[src/rtl/clk_div_bank.sv]
// Multi-channel programmable clock divider bank: per-channel toggle/pulse outputs with
// shadowed divisor/mode updates applied only at period boundaries.
module clk_div_bank #(
   parameter int N_CH    = 4,
   parameter int WIDTH   = 8,
   parameter int CH_W    = 2,
   parameter int DEF_DIV = 1
) (
   input  logic             clk,
   input  logic             rst,
   input  logic [N_CH-1:0]  ch_en,
   input  logic             cfg_valid,
   output logic             cfg_ready,
   input  logic [CH_W-1:0]  cfg_ch,
   input  logic [WIDTH-1:0] cfg_div,
   input  logic             cfg_mode,
   input  logic             sync_restart,
   output logic [N_CH-1:0]  clk_gen,
   output logic [N_CH-1:0]  tick,
   output logic [N_CH-1:0]  pending
);

   localparam logic [WIDTH-1:0] DEF_DIV_W = WIDTH'(DEF_DIV);

   logic [N_CH-1:0] ch_sel;
   logic [N_CH-1:0] pend_vec;
   logic            cfg_accept;

   // Out-of-range indices select no channel, so they read as ready and are dropped.
   assign cfg_ready  = ~|(ch_sel & pend_vec);
   assign cfg_accept = cfg_valid & cfg_ready;
   assign pending    = pend_vec;

   genvar gi;
   generate
      for (gi = 0; gi < N_CH; gi++) begin : g_ch
         logic [WIDTH-1:0] cnt_q, cnt_d;
         logic [WIDTH-1:0] div_q, div_d;
         logic [WIDTH-1:0] div_sh_q, div_sh_d;
         logic             mode_q, mode_d;
         logic             mode_sh_q, mode_sh_d;
         logic             pend_q, pend_d;
         logic             clk_gen_q, clk_gen_d;
         logic             tick_q, tick_d;
         logic             terminal;
         logic             apply;
         logic             wr;

         assign ch_sel[gi]   = (cfg_ch == CH_W'(gi));
         assign pend_vec[gi] = pend_q;
         assign clk_gen[gi]  = clk_gen_q;
         assign tick[gi]     = tick_q;
         assign wr           = cfg_accept & ch_sel[gi];
         assign terminal     = (cnt_q >= div_q);

         always_comb begin
            cnt_d     = cnt_q;
            div_d     = div_q;
            mode_d    = mode_q;
            div_sh_d  = div_sh_q;
            mode_sh_d = mode_sh_q;
            pend_d    = pend_q;
            clk_gen_d = clk_gen_q;
            tick_d    = 1'b0;
            apply     = 1'b0;

            if (!ch_en[gi] || sync_restart) begin
               cnt_d     = '0;
               clk_gen_d = 1'b0;
               apply     = pend_q;
            end else if (terminal) begin
               // The terminal cycle still follows the old mode; a new mode takes over next cycle.
               cnt_d     = '0;
               tick_d    = 1'b1;
               clk_gen_d = mode_q ? 1'b1 : ~clk_gen_q;
               apply     = pend_q;
            end else begin
               cnt_d = cnt_q + WIDTH'(1);
               if (mode_q) begin
                  clk_gen_d = 1'b0;
               end
            end

            // A write needs pend=0, so it can never collide with an apply.
            if (apply) begin
               div_d  = div_sh_q;
               mode_d = mode_sh_q;
               pend_d = 1'b0;
            end else if (wr) begin
               div_sh_d  = cfg_div;
               mode_sh_d = cfg_mode;
               pend_d    = 1'b1;
            end
         end

         always_ff @(posedge clk) begin
            if (rst) begin
               cnt_q     <= '0;
               div_q     <= DEF_DIV_W;
               div_sh_q  <= DEF_DIV_W;
               mode_q    <= 1'b0;
               mode_sh_q <= 1'b0;
               pend_q    <= 1'b0;
               clk_gen_q <= 1'b0;
               tick_q    <= 1'b0;
            end else begin
               cnt_q     <= cnt_d;
               div_q     <= div_d;
               div_sh_q  <= div_sh_d;
               mode_q    <= mode_d;
               mode_sh_q <= mode_sh_d;
               pend_q    <= pend_d;
               clk_gen_q <= clk_gen_d;
               tick_q    <= tick_d;
            end
         end
      end
   endgenerate

endmodule
[config.mk]
export PLATFORM = sky130hd
export DESIGN_NAME = clk_div_bank
export DESIGN_NICKNAME = d
export VERILOG_FILES = /design/src/rtl/clk_div_bank.sv
export SDC_FILE = /design/constraint.sdc
export NUM_CORES = 1
export LEC_CHECK = 0
export CORE_MARGIN = 2
export CORE_UTILIZATION = 54
export DETAILED_ROUTE_END_ITERATION = 16
export PLACE_DENSITY_LB_ADDON = 0.1
export SETUP_SLACK_MARGIN = 0.1
export SLEW_MARGIN = 40
export SYNTH_ARGS = -nofsm -noshare
export SYNTH_HDL_FRONTEND = slang
export SYNTH_SLANG_ARGS = --single-unit
[constraint.sdc]
create_clock -name clk -period 1.8 [get_ports clk]
set_input_delay 0.36 -clock clk [delete_from_list [all_inputs] [get_ports clk]]
set_output_delay 0.36 -clock clk [all_outputs]
set_load 0.005 [all_outputs]
## Word level (Yosys, flattened, before mapping)

Cells that the tools add are included.

| storage, ports and cells | value |
|---|---|
| register bits after elaboration | 116 |
| latch bits | 0 |
| bits in writable memories | 0 |
| memory bits (read-only) | 0 |
| input port bits | 19 |
| output and inout port bits | 13 |
| logic and storage cells | 112 |
| memories | 0 |

| operators by class | value |
|---|---|
| $add $sub $neg | 4 |
| $mul | 0 |
| div/mod/pow operators | 0 |
| magnitude comparators | 4 |
| equal/unequal tests | 3 |
| shift operators | 0 |
| multiplexer cells | 24 |
| bitwise operators | 14 |
| reduce and logical (&&, ||, !) cells | 31 |

Operators with widths:

| operator | count |
|---|---|
| adder 8 x 1 -> 8 bit, second input constant | 4 |
| greater-or-equal comparator 8 bit | 4 |
| 2-to-1 mux 1 bit | 24 |
| OR reduction 2 bit | 8 |
| OR reduction 3 bit | 4 |
| inverter 1 bit | 8 |
| AND reduction 2 bit | 4 |
| nonzero test 2 bit | 4 |
| AND 1 bit | 5 |
| zero test 1 bit | 5 |
| AND 4 bit | 1 |
| == test 2 bit, second input constant | 2 |
| logical OR 1 bit | 4 |
| OR reduction 4 bit | 1 |
| == test 2 x 1 -> 1 bit, second input constant | 1 |
| zero test 2 bit | 1 |

## Depth between registers and ports, before layout

Gate-level depths: netlist (run 1).

| depth | value |
|---|---|
| depth after elaboration | 7 |
| gate-level depth with buffers | 8 |
| gate-level depth less buffers | 7 |

## Least setup slack after synthesis (run 1)

Ideal clock, no wire load.

| timing path | value |
|---|---|
| kind | register to register |
| start point | reg g_ch[0].cnt_q[0] |
| end point | reg g_ch[0].div_q[0] |
| setup time | 120 ps |
| arrival time | 1792 ps |
| data required time | 1680 ps |
| path slack | -111 ps |
| cell stages (with the launch flop) | 9 |
| path buffers | 1 |
| clock period less this slack | 1911 ps |
| path through | dfxtp_1 > inv_1 > ha_1 > nand2b_1 > a2111o_1 > a31oi_4 > a21oi_2 > buf_6 > mux2i_1 |

| on the way | value |
|---|---|
| longest elaborated chain between the ends | 3 |

RTL lines:

| item | line | RTL |
|---|---|---|
| start, declared | 37 | `logic [WIDTH-1:0] cnt_q, cnt_d;` |
| start signal, assigned | 107 | `cnt_q <= cnt_d;` |
| greater-or-equal comparator 8 bit | 54 | `assign terminal = (cnt_q >= div_q);` |
| 2-to-1 mux 1 bit | 71 | `end else if (terminal) begin` |
| 2-to-1 mux 1 bit | 67 | `if (!ch_en[gi] \|\| sync_restart) begin` |
| end signal, assigned | 108 | `div_q <= div_d;` |
| end, declared | 38 | `logic [WIDTH-1:0] div_q, div_d;` |

No other way between the ends.
A chain may end at the register's enable or synchronous reset.

## Worst setup path in the final report (run 1)

| timing path | value |
|---|---|
| start point | reg g_ch[3].div_q[6] |
| end point | reg g_ch[3].div_q[6] |

| on the way | value |
|---|---|
| longest elaborated chain between the ends | 3 |

RTL lines:

| item | line |
|---|---|
| start, declared | 38 |
| start signal, assigned | 108 |
| greater-or-equal comparator 8 bit | 54 |
| 2-to-1 mux 1 bit | 71 |
| 2-to-1 mux 1 bit | 67 |

No other way between the ends.

==> results.py, run 1 <==
metrics = {
    "outcome": {
        "status": "complete, but fails checks",
        "violations": "setup timing",
    },
    "worst_setup_path": {
        "startpoint_class_of_the_critical_path": "register",
        "critPathBufInv": 2,
        "regToRegSetupSlack_ns": -0.02,
        "crit_fanout": 5,
        "path_cells": "inv_2, ha_4, a21o_1, a21oi_4, and3b_2, a221oi_4, buf_6, mux2i_1",
        "worstRegToRegCells": 8,
        "critPathCaptureType": "register",
        "critPathRequiredTime_ns": 2.24,
        "timing_worst_setup_path_type": "reg -> reg",
        "cp_slowest_stage_delay_ns": 0.33,
        "r2r_end": "g_ch[3].div_q[6]",
        "cell_family_contributing_the_most_delay_on_the_critical_path": "compound AO/OA/AOI/OAI gates",
        "r2r_start": "g_ch[3].div_q[6]",
        "cp_slowest_cell": "dfxtp_2",
        "worst-path-stages": 8,
        "cp.arrival_ns": 2.26,
    },
    "final_layout": {
        "area_delta_synth_final_pct": 32.10,
        "antenna-diode-count": 0,
        "post_route_cells_drive_above_1_share": 0.2351,
        "multiInputGateArea_mm2": 0.003211,
        "final_core_utilization": 0.7220,
        "seqCellArea_mm2": 0.002360,
        "final_nets": 766,
        "final.fill_count": 760,
    },
    "floorplanning": {
        "chipHeight_um": 105.5,
        "floorplan.die.width_um": 105.5,
        "die_area_mm2": 0.01114,
        "pin_count": 32,
        "initial_utilization": 0.5466,
        "design.core.area_mm2": 0.01018,
        "core.rowCount": 37,
    },
    "placed_design": {
        "gpl.final_weighted_congestion": 0.7918,
        "place.detailed.hpwl_mm": 8.351,
        "io_port_bufs": 31,
    },
    "timing": {
        "report.final.slew_viol_count": 0,
        "worst-slew-pin-transition_ns": 0.4499,
        "worst_slew_margin_rel": 0.6981,
        "layout_min_cycle_time_ns": 1.820,
        "finalClockSkew_ns": 0.005617,
        "grt_setup_unrepaired": "true",
        "final.setup.worst_slack_ns": -0.01957,
        "timing.fmax_mhz": 549.6,
        "min_period_over_period": 1.011,
        "final_hold_violation_count": 0,
        "setup_tns_ns": -0.03925,
        "setup_viol_count_final": 4,
    },
    "routing": {
        "first_pass_iters": 4,
        "drt-initial-drc-count": 176,
        "post_drt_via_cell_ratio": 5.189,
        "wl_per_cell_um": 14.66,
        "wirelength_mm": 12.60,
        "drt_drc_violations_left": 0,
        "vias": 4457,
        "route.antenna.remaining_nets": 0,
    },
    "logic_synthesis": {
        "post-synth-top-area-cell": "dfxtp_1",
        "postSynthCellCount": 634,
        "synth_seq_area_share": 0.4172,
        "syn-mean-instance-area_um2": 8.780,
        "leading_post_synthesis_cells_by_cell_area": "dfxtp_1 42%, ha_1 8.1%, nand2b_1 8.1%, mux2i_1 7.9%, nand2_1 4.2%",
        "mappedNetlistNets": 689,
        "synthDominantCellAreaShare": 0.4172,
        "postSynthRegisterBits": 116,
        "synth-main-ff-cell": "dfxtp_1",
        "post_synth_num_cell_types": 40,
        "yosys_warn_count": 0,
        "async_flop_share": 0,
        "synth.most_common_cell": "dfxtp_1",
        "synth_edf_count": 0,
        "summed_instance_area_of_the_synthesized_netlist_mm2": 0.005567,
        "synth_common_cells": "116 x dfxtp_1, 72 x nand2b_1, 62 x nand2_1, 58 x nor2_1, 44 x mux2i_1",
    },
    "global_routing": {
        "grt_antenna_before_repair": 0,
        "grt_pass1_vias": 4413,
        "grt_start_max_net_pins": 67,
        "grt_first_pass_wirelength_mm": 20.42,
        "grt_usage": 0.2331,
        "grt_overflow": 0,
    },
    "clock_network": {
        "clk_transition_reported_paths_ns": 0.05,
        "cts_tree": "built",
        "clock_insertion_delay_worst_skew_ns": 0.51,
        "cts.htree.levels": 4,
        "number_of_hold_buffers_added_after_cts": 0,
        "numClockSinks": 116,
        "cts_max_path_buffers": 2,
        "cts_inserted_buffers": 17,
        "clock_tree_root_buffer_cell": "clkbuf_8",
    },
    "power": {
        "leakagePower_nw": 2.843,
        "report.power.total_w": 0.006812,
        "power.density_cell_area_mw_per_mm2": 926.3,
        "peakVddDrop_v": 0.0008375,
    },
    "min_path": {
        "hold_path_class": "in -> reg",
        "origin_of_the_worst_min_delay_path": "rst",
        "whs_endpoint": "g_ch[1].div_sh_q[1]",
        "worst_hold_path.num_cells": 3,
    },
    "job": {
        "max_cap_viol_count": 0,
    },
}
-- through the flow --
step / std cells / area [um^2] / hold slack [ns] / worst slack [ns]
after CTS: 854 / 7147 / 0.2830 / -0.03088
after global placement: 817 / 6282 / 0.4436 / -0.3994
after detailed placement: 817 / 6282 / 0.4479 / -0.3982
after floorplan: 634 / 5602 / 0.4278 / 0.01477
final: 859 / 7353 / 0.3048 / -0.01957
after global routing: 859 / 7353 / 0.3082 / -0.1206
-- how the worst max path moves through the flow --
stage | startpoint | slack, ns | endpoint
CTS | g_ch[3].div_q[6] | -0.03 | g_ch[3].div_q[7]
global placement | cfg_ch[0] | -0.40 | cfg_ready
detailed placement | cfg_ch[0] | -0.40 | cfg_ready
floorplan | g_ch[0].cnt_q[0] | 0.01 | g_ch[0].div_q[0]
finish | g_ch[3].div_q[6] | -0.02 | g_ch[3].div_q[6]
global route | g_ch[3].div_q[6] | -0.12 | g_ch[3].div_q[2]
-- registers in the layout, summed over array words and instances, names as in the netlist --
name,flops
g_ch.cnt_q,32
g_ch.div_q,32
g_ch.div_sh_q,32
g_ch.clk_gen_q,4
g_ch.mode_q,4
g_ch.mode_sh_q,4
g_ch.pend_q,4
g_ch.tick_q,4
-- layout by cell type (no fill, tap or decap), types with 4 or more instances in the layout --
master	count
a21oi_4	4
ha_2	6
ha_1	24
nor2_1	53
bufinv_16	5
xnor2_1	7
o21ai_1	6
clkbuf_16	16
nand3_1	25
nor3b_1	4
inv_2	4
nand3b_1	4
o21ai_2	5
nor3_1	6
clkdlybuf4s50_1	16
nand2b_1	71
and3_1	13
nor2_2	4
clkbuf_8	6
nand2_1	62
a21oi_2	4
inv_1	39
buf_4	47
nor2b_1	4
buf_6	8
dfxtp_1	92
dfxtp_2	21
mux2i_1	44
a21oi_1	33
dlygate4sd2_1	10
xor2_1	17
ha_4	6
-- repair_timing --
action                     4_1_cts  5_1_grt
resized for setup               63       56
gates cloned                     3        0
pin swaps                        9       21
setup endpoints to repair       58       77
setup buffers                    3        5
-- worst reg2reg max path, cell delays in order (launching register included) --
cell	delay, ns
dfxtp_2	0.33
inv_2	0.04
ha_4	0.25
a21o_1	0.14
a21oi_4	0.06
and3b_2	0.23
a221oi_4	0.33
buf_6	0.18
mux2i_1	0.19
-- cells by family (layout without fill, tap and decap cells) --
| kind of cell | after synthesis | after routing | share of synthesized area |
|---|---|---|---|
| and+or+nand+nor | 268 | 268 | 0.2441 |
| buffers and inverters | 75 | 163 | 0.06226 |
| adders and majority gates | 36 | 36 | 0.08092 |
| DFF | 116 | 116 | 0.4172 |
| AOI/OAI and AO/OA | 70 | 71 | 0.07664 |
| xor gates and xnor gates | 24 | 24 | 0.03776 |
| muxes | 45 | 45 | 0.08114 |
-- final cells by class --
class	instances	share of cell area
Multi-Input combinational cell	444	0.4366
Sequential cell	116	0.3209
Timing Repair Buffer	89	0.1082
Clock buffer	22	0.06568
Clock inverter	9	0.02348
Tap cell	136	0.02314
Inverter	43	0.02195
-- layer usage --
metal	routed length, um	GRT usage	part of all wire
met2	6593	0.4152	0.52
met4	124	0.08647	0.0098
met1	5456	0.2706	0.43
met5	0	0	0
met3	421	0.05628	0.033
-- power breakdown --
group / total, W / switching (W) / internal [W]
Combinational: 0.000487 / 0.000243 / 0.000245
Clock: 0.00369 / 0.00113 / 0.00256
Sequential: 0.00264 / 0.0000250 / 0.00261
(Power assumes the default switching activity.)
==> run 2: changes to the inputs <==
--- a/config.mk
+++ b/config.mk
@@ -5,8 +5,10 @@
 export SDC_FILE = /design/constraint.sdc
 export NUM_CORES = 1
 export LEC_CHECK = 0
+export CORE_ASPECT_RATIO = 1.1
 export CORE_MARGIN = 2
-export CORE_UTILIZATION = 54
+export CORE_UTILIZATION = 56
+export CTS_BUF_LIST = sky130_fd_sc_hd__clkbuf_4
 export DETAILED_ROUTE_END_ITERATION = 16
 export PLACE_DENSITY_LB_ADDON = 0.1
 export SETUP_SLACK_MARGIN = 0.1
==> results.py, run 2 (same netlist as run 1, synthesis figures left out) <==
metrics = {
    "worst_setup_path": {
        "cp_slowest_stage_delay_ns": 0.37,
        "timing_worst_setup_path_type": "reg -> reg",
        "path_cells": "inv_2, ha_4, a21o_1, a21oi_2, and3b_1, a221oi_2, buf_4, mux2i_1",
        "crit_fanout": 4,
        "critPathRequiredTime_ns": 2.25,
        "r2r_start": "g_ch[1].div_q[6]",
        "critPathCaptureType": "register",
        "cell_family_contributing_the_most_delay_on_the_critical_path": "compound AO/OA/AOI/OAI gates",
        "r2r_end": "g_ch[1].div_q[1]",
        "critPathBufInv": 2,
        "cp.arrival_ns": 2.30,
        "worstRegToRegCells": 8,
        "regToRegSetupSlack_ns": -0.05,
        "cp_slowest_cell": "a221oi_2",
        "startpoint_class_of_the_critical_path": "register",
        "worst-path-stages": 8,
    },
    "final_layout": {
        "layout.cells.most_common_list": "83 x dfxtp_1, 71 x nand2b_1, 61 x nand2_1, 52 x buf_4, 45 x nor2_1",
        "antenna-diode-count": 0,
        "multiInputGateArea_mm2": 0.003254,
        "leading_cell_type_in_the_layout_fill_and_taps_excluded": "dfxtp_1",
        "final.fill_count": 769,
        "area_delta_synth_final_pct": 25.74,
        "final_nets": 773,
        "registers_with_the_most_flip_flops": "g_ch.cnt_q: 32 flops, g_ch.div_q: 32 flops, g_ch.div_sh_q: 32 flops",
        "post_route_cells_drive_above_1_share": 0.2637,
        "fin_area_mm2": 0.006999,
        "final_core_utilization": 0.7146,
        "seqCellArea_mm2": 0.002371,
    },
    "clock_network": {
        "cts_max_path_buffers": 2,
        "cts.htree.levels": 4,
        "clock_insertion_delay_worst_skew_ns": 0.52,
        "clk_transition_reported_paths_ns": 0.09,
        "cts_tree": "built",
        "clock_tree_root_buffer_cell": "clkbuf_4",
        "cts_inserted_buffers": 17,
        "number_of_hold_buffers_added_after_cts": 0,
        "numClockSinks": 116,
    },
    "routing": {
        "vias": 4368,
        "wirelength_mm": 12.08,
        "drt_drc_violations_left": 0,
        "post_drt_via_cell_ratio": 5.151,
        "first_pass_iters": 5,
        "wl_per_cell_um": 14.25,
        "route.antenna.remaining_nets": 0,
        "drt-initial-drc-count": 148,
    },
    "timing": {
        "finalClockSkew_ns": 0.01232,
        "report.final.slew_viol_count": 0,
        "timing.fmax_mhz": 540.0,
        "worst-slew-pin-transition_ns": 0.3956,
        "final.setup.worst_slack_ns": -0.05184,
        "min_period_over_period": 1.029,
        "final_hold_violation_count": 0,
        "grt_setup_unrepaired": "true",
        "worst_slew_margin_rel": 0.7363,
        "setup_viol_count_final": 35,
        "layout_min_cycle_time_ns": 1.852,
    },
    "floorplanning": {
        "pin_count": 32,
        "floorplan.die.width_um": 99.06,
        "initial_utilization": 0.5683,
        "design.core.area_mm2": 0.009794,
        "chipHeight_um": 108.6,
        "die_area_mm2": 0.01075,
        "core.rowCount": 38,
    },
    "global_routing": {
        "met1_usage": 0.2661,
        "grt_first_pass_wirelength_mm": 19.35,
        "grt_overflow": 0,
        "grt_start_max_net_pins": 41,
        "busiest_layer": "met2",
        "gr-usage-met2": 0.3948,
        "met3_demand_to_capacity_share_in_global_routing": 0.05818,
        "grt_usage": 0.2255,
        "grt_pass1_vias": 4283,
        "grt_antenna_before_repair": 0,
    },
    "power": {
        "switching_power_w": 0.001178,
        "power.internal_w": 0.003536,
        "sequential_power_share": 0.558,
        "power_switching_share": 0.2498,
        "combPwrFrac": 0.104,
        "power.density_cell_area_mw_per_mm2": 673.4,
        "leakagePower_nw": 2.660,
        "clock_power_share": 0.338,
        "peakVddDrop_v": 0.0003240,
    },
    "min_path": {
        "worst_hold_path.num_cells": 2,
        "origin_of_the_worst_min_delay_path": "rst",
        "whs_endpoint": "g_ch[0].pend_q",
        "hold_path_class": "in -> reg",
    },
    "placed_design": {
        "postPlaceCellArea_mm2": 0.006247,
        "place.detailed.hpwl_mm": 8.151,
        "io_port_bufs": 31,
        "gpl.final_weighted_congestion": 0.8092,
    },
    "outcome": {
        "violations": "setup timing",
        "status": "complete, but fails checks",
    },
    "job": {
        "max_cap_viol_count": 0,
    },
}
-- run 2: cell type report --
cell class | instances | share of cell area
multi-input combinational | 443 | 0.4650
sequential | 116 | 0.3388
timing repair buffer | 97 | 0.1208
inverter | 43 | 0.02306
clock buffer | 20 | 0.02145
tap | 120 | 0.02145
clock inverter | 9 | 0.009474
-- run 2: worst max path at each step --
stage,from,end,slack (ns)
2_1_floorplan,g_ch[0].cnt_q[0],g_ch[0].div_q[0],0.01
3_3_place_gp,cfg_ch[0],cfg_ready,-0.48
3_5_place_dp,cfg_ch[0],cfg_ready,-0.51
4_1_cts,g_ch[0].cnt_q[0],g_ch[0].div_q[5],-0.05
5_1_grt,g_ch[2].div_q[6],g_ch[2].div_q[2],-0.14
6_report,g_ch[1].div_q[6],g_ch[1].div_q[1],-0.05
-- run 2: per-layer routing --
layer / share of wire / routed length [um] / vias up
met5: 0 / 0 / -
met4: 0.017 / 204 / 0
met3: 0.026 / 315 / 17
met2: 0.50 / 6073 / 56
met1: 0.45 / 5488 / 2023
li1: - / - / 2272
-- run 2: stage by stage --
step           instances  TNS [ns]  setup slack [ns]  total power (W)  hold WS [ns]
2_1_floorplan        634         0           0.01477         0.002923        0.4278
3_3_place_gp         799    -6.343           -0.4798         0.003096        0.4439
3_5_place_dp         799    -8.111           -0.5064         0.003111        0.4474
4_1_cts              835   -0.4432          -0.04530         0.004709        0.1103
5_1_grt              848    -5.241           -0.1373         0.004908        0.1321
6_report             848   -0.7516          -0.05184         0.004714        0.1537
-- run 2: timing repair --
action / in CTS / in global routing
cloned: 2 / 1
resized for setup: 65 / 81
buffers inserted: 5 / 12
setup endpoints to repair: 66 / 78
pin swaps: 12 / 24
-- run 2: power groups by stage --
stage	logic, W	clock network, W	registers [W]
after CTS	0.000440	0.00164	0.00263
after global placement	0.000407	0	0.00269
after global routing	0.000532	0.00174	0.00264
after floorplan	0.000235	0	0.00269
after detailed placement	0.000419	0	0.00269
final	0.000489	0.00159	0.00263
==> run 3: changes to the inputs <==
--- a/config.mk
+++ b/config.mk
@@ -6,10 +6,11 @@
 export NUM_CORES = 1
 export LEC_CHECK = 0
 export CORE_ASPECT_RATIO = 1.1
-export CORE_MARGIN = 2
+export CORE_MARGIN = 1
 export CORE_UTILIZATION = 56
 export CTS_BUF_LIST = sky130_fd_sc_hd__clkbuf_4
 export DETAILED_ROUTE_END_ITERATION = 16
+export GPL_ROUTABILITY_DRIVEN = 0
 export PLACE_DENSITY_LB_ADDON = 0.1
 export SETUP_SLACK_MARGIN = 0.1
 export SLEW_MARGIN = 40
==> constraint.sdc (replaced) <==
create_clock -name clk -period 1.8 [get_ports clk]
set_input_delay 0.45 -clock clk [delete_from_list [all_inputs] [get_ports clk]]
set_output_delay 0.45 -clock clk [all_outputs]
set_load 0.005 [all_outputs]
==> results.py, run 3 (same netlist as run 1, synthesis figures left out) <==
metrics = {
    "routing": {
        "vias": 4512,
        "wirelength_mm": 12.78,
        "route.antenna.remaining_nets": 0,
        "post_drt_via_cell_ratio": 5.290,
        "wl_per_cell_um": 14.98,
        "first_pass_iters": 8,
        "drt_drc_violations_left": 0,
        "drt-initial-drc-count": 227,
    },
    "clock_network": {
        "clock_insertion_delay_worst_skew_ns": 0.54,
        "cts_inserted_buffers": 17,
        "clk_transition_reported_paths_ns": 0.11,
        "numClockSinks": 116,
        "clock_tree_root_buffer_cell": "clkbuf_4",
        "cts_tree": "built",
        "cts.htree.levels": 4,
        "cts_max_path_buffers": 2,
    },
    "global_routing": {
        "grt_first_pass_wirelength_mm": 20.59,
        "grt_start_max_net_pins": 61,
        "grt_overflow": 0,
        "grt_usage": 0.2529,
        "grt_antenna_before_repair": 1,
        "grt_pass1_vias": 4472,
    },
    "final_layout": {
        "final_nets": 777,
        "leading_cell_type_in_the_layout_fill_and_taps_excluded": "dfxtp_1",
        "registers_with_the_most_flip_flops": "g_ch.cnt_q: 32 flops, g_ch.div_q: 32 flops, g_ch.div_sh_q: 32 flops",
        "final_core_utilization": 0.7440,
        "area_delta_synth_final_pct": 26.84,
        "layout.cells.most_common_list": "84 x dfxtp_1, 71 x nand2b_1, 62 x nand2_1, 57 x buf_4, 52 x nor2_1",
        "post_route_cells_drive_above_1_share": 0.2653,
        "fin_area_mm2": 0.007061,
    },
    "timing": {
        "final_hold_violation_count": 0,
        "setup_viol_count_final": 28,
        "worst_slew_margin_rel": 0.6824,
        "grt_setup_unrepaired": "true",
        "timing.fmax_mhz": 529.8,
        "report.final.slew_viol_count": 0,
        "min_period_over_period": 1.049,
        "worst-slew-pin-transition_ns": 0.4754,
        "final.setup.worst_slack_ns": -0.08740,
        "finalClockSkew_ns": 0.01239,
        "layout_min_cycle_time_ns": 1.887,
        "setup_tns_ns": -1.167,
    },
    "worst_setup_path": {
        "startpoint_class_of_the_critical_path": "register",
        "cp.arrival_ns": 2.35,
        "cp_slowest_cell": "dfxtp_2",
        "timing_worst_setup_path_type": "reg -> reg",
        "critPathCaptureType": "register",
        "path_cells": "inv_2, ha_4, a21o_1, a21oi_4, and3b_2, a221oi_4, buf_6, mux2i_1",
        "cp_slowest_stage_delay_ns": 0.36,
        "crit_fanout": 5,
        "critPathRequiredTime_ns": 2.26,
    },
    "floorplanning": {
        "chipHeight_um": 106.6,
        "pin_count": 32,
        "floorplan.die.width_um": 97.06,
        "design.core.area_mm2": 0.009490,
        "core.rowCount": 37,
        "die_area_mm2": 0.01034,
        "initial_utilization": 0.5866,
    },
    "min_path": {
        "hold_path_class": "in -> reg",
    },
    "power": {
        "power.density_cell_area_mw_per_mm2": 725.3,
        "peakVddDrop_v": 0.0005652,
        "leakagePower_nw": 2.715,
    },
    "outcome": {
        "status": "complete, but fails checks",
        "violations": "setup timing",
    },
    "job": {
        "max_cap_viol_count": 0,
    },
    "placed_design": {
        "dp_worst_setup_slack_ns": -0.5995,
        "postPlaceCellArea_mm2": 0.006254,
        "place.detailed.hpwl_mm": 8.447,
        "io_port_bufs": 31,
    },
}
-- run 3: changes by cell type in the layout (fill, tap and decap cells not counted), moves of 3 or more --
cell,before,now
dlygate4sd2_1,12,9
clkinv_1,3,0
ha_4,8,5
nor2_4,6,2
buf_4,52,57
clkinvlp_4,0,4
nor2_1,45,52
nor2_2,7,4
a21oi_2,6,3
-- run 3: worst paths after layout --
kind,cells past startpoint,slack (ns),end,startpoint
max,8,-0.09,g_ch[3].div_q[3],g_ch[3].div_q[6]
min,2,0.20,g_ch[0].pend_q,rst
min reg2reg,2,0.46,g_ch[3].div_sh_q[2],g_ch[3].div_sh_q[2]
max reg2reg,8,-0.09,g_ch[3].div_q[3],g_ch[3].div_q[6]
-- run 3: final cells by class --
class                   instances  area (um^2)
inverters                      43        161.4
flip-flops and latches        116         2367
well taps                     117        146.4
clock buffers                  18        135.1
diodes                          1        2.502
clock inverters                14        162.7
fillers                       709         2430
multi-input cells             444         3227
repair buffers                100        858.3
-- run 3: per-stage QoR --
| stage | hold slack [ns] | cells | power (W) |
|---|---|---|---|
| after floorplan | 0.4278 | 634 | 0.002923 |
| after global placement | 0.4422 | 799 | 0.003099 |
| after detailed placement | 0.4483 | 799 | 0.003115 |
| after CTS | 0.1487 | 841 | 0.005143 |
| after global routing | 0.1830 | 853 | 0.005299 |
| final | 0.1985 | 853 | 0.005121 |
-- run 3: critical path, delay by kind of cell (launching register included) --
family | cells | cell delay (ns)
mux | 1 | 0.19
buf+inv | 2 | 0.24
simple gates | 1 | 0.22
flops | 1 | 0.36
fa+ha+maj | 1 | 0.26
compound gates | 3 | 0.53
-- run 3: timing repair --
| action | CTS | global route |
|---|---|---|
| hold buffers | 0 | 0 |
| setup buffers | 6 | 12 |
| setup endpoints to repair | 74 | 97 |
| cloned | 4 | 0 |
| pin swaps | 15 | 28 |
| resized for setup | 78 | 63 |
-- run 3: power by group --
| part | switching (W) | total (W) | internal [W] |
|---|---|---|---|
| Clock | 0.00103 | 0.00199 | 0.000966 |
| Sequential | 0.0000228 | 0.00263 | 0.00261 |
| Combinational | 0.000249 | 0.000500 | 0.000250 |
-- run 3: metal layers --
metal / wire [um] / track usage / vias to the layer above
met5: 0 / 0 / -
met2: 6596 / 0.4567 / 88
met1: 5558 / 0.2873 / 2123
met4: 214 / 0.1002 / 0
met3: 408 / 0.05851 / 18
li1: - / - / 2283
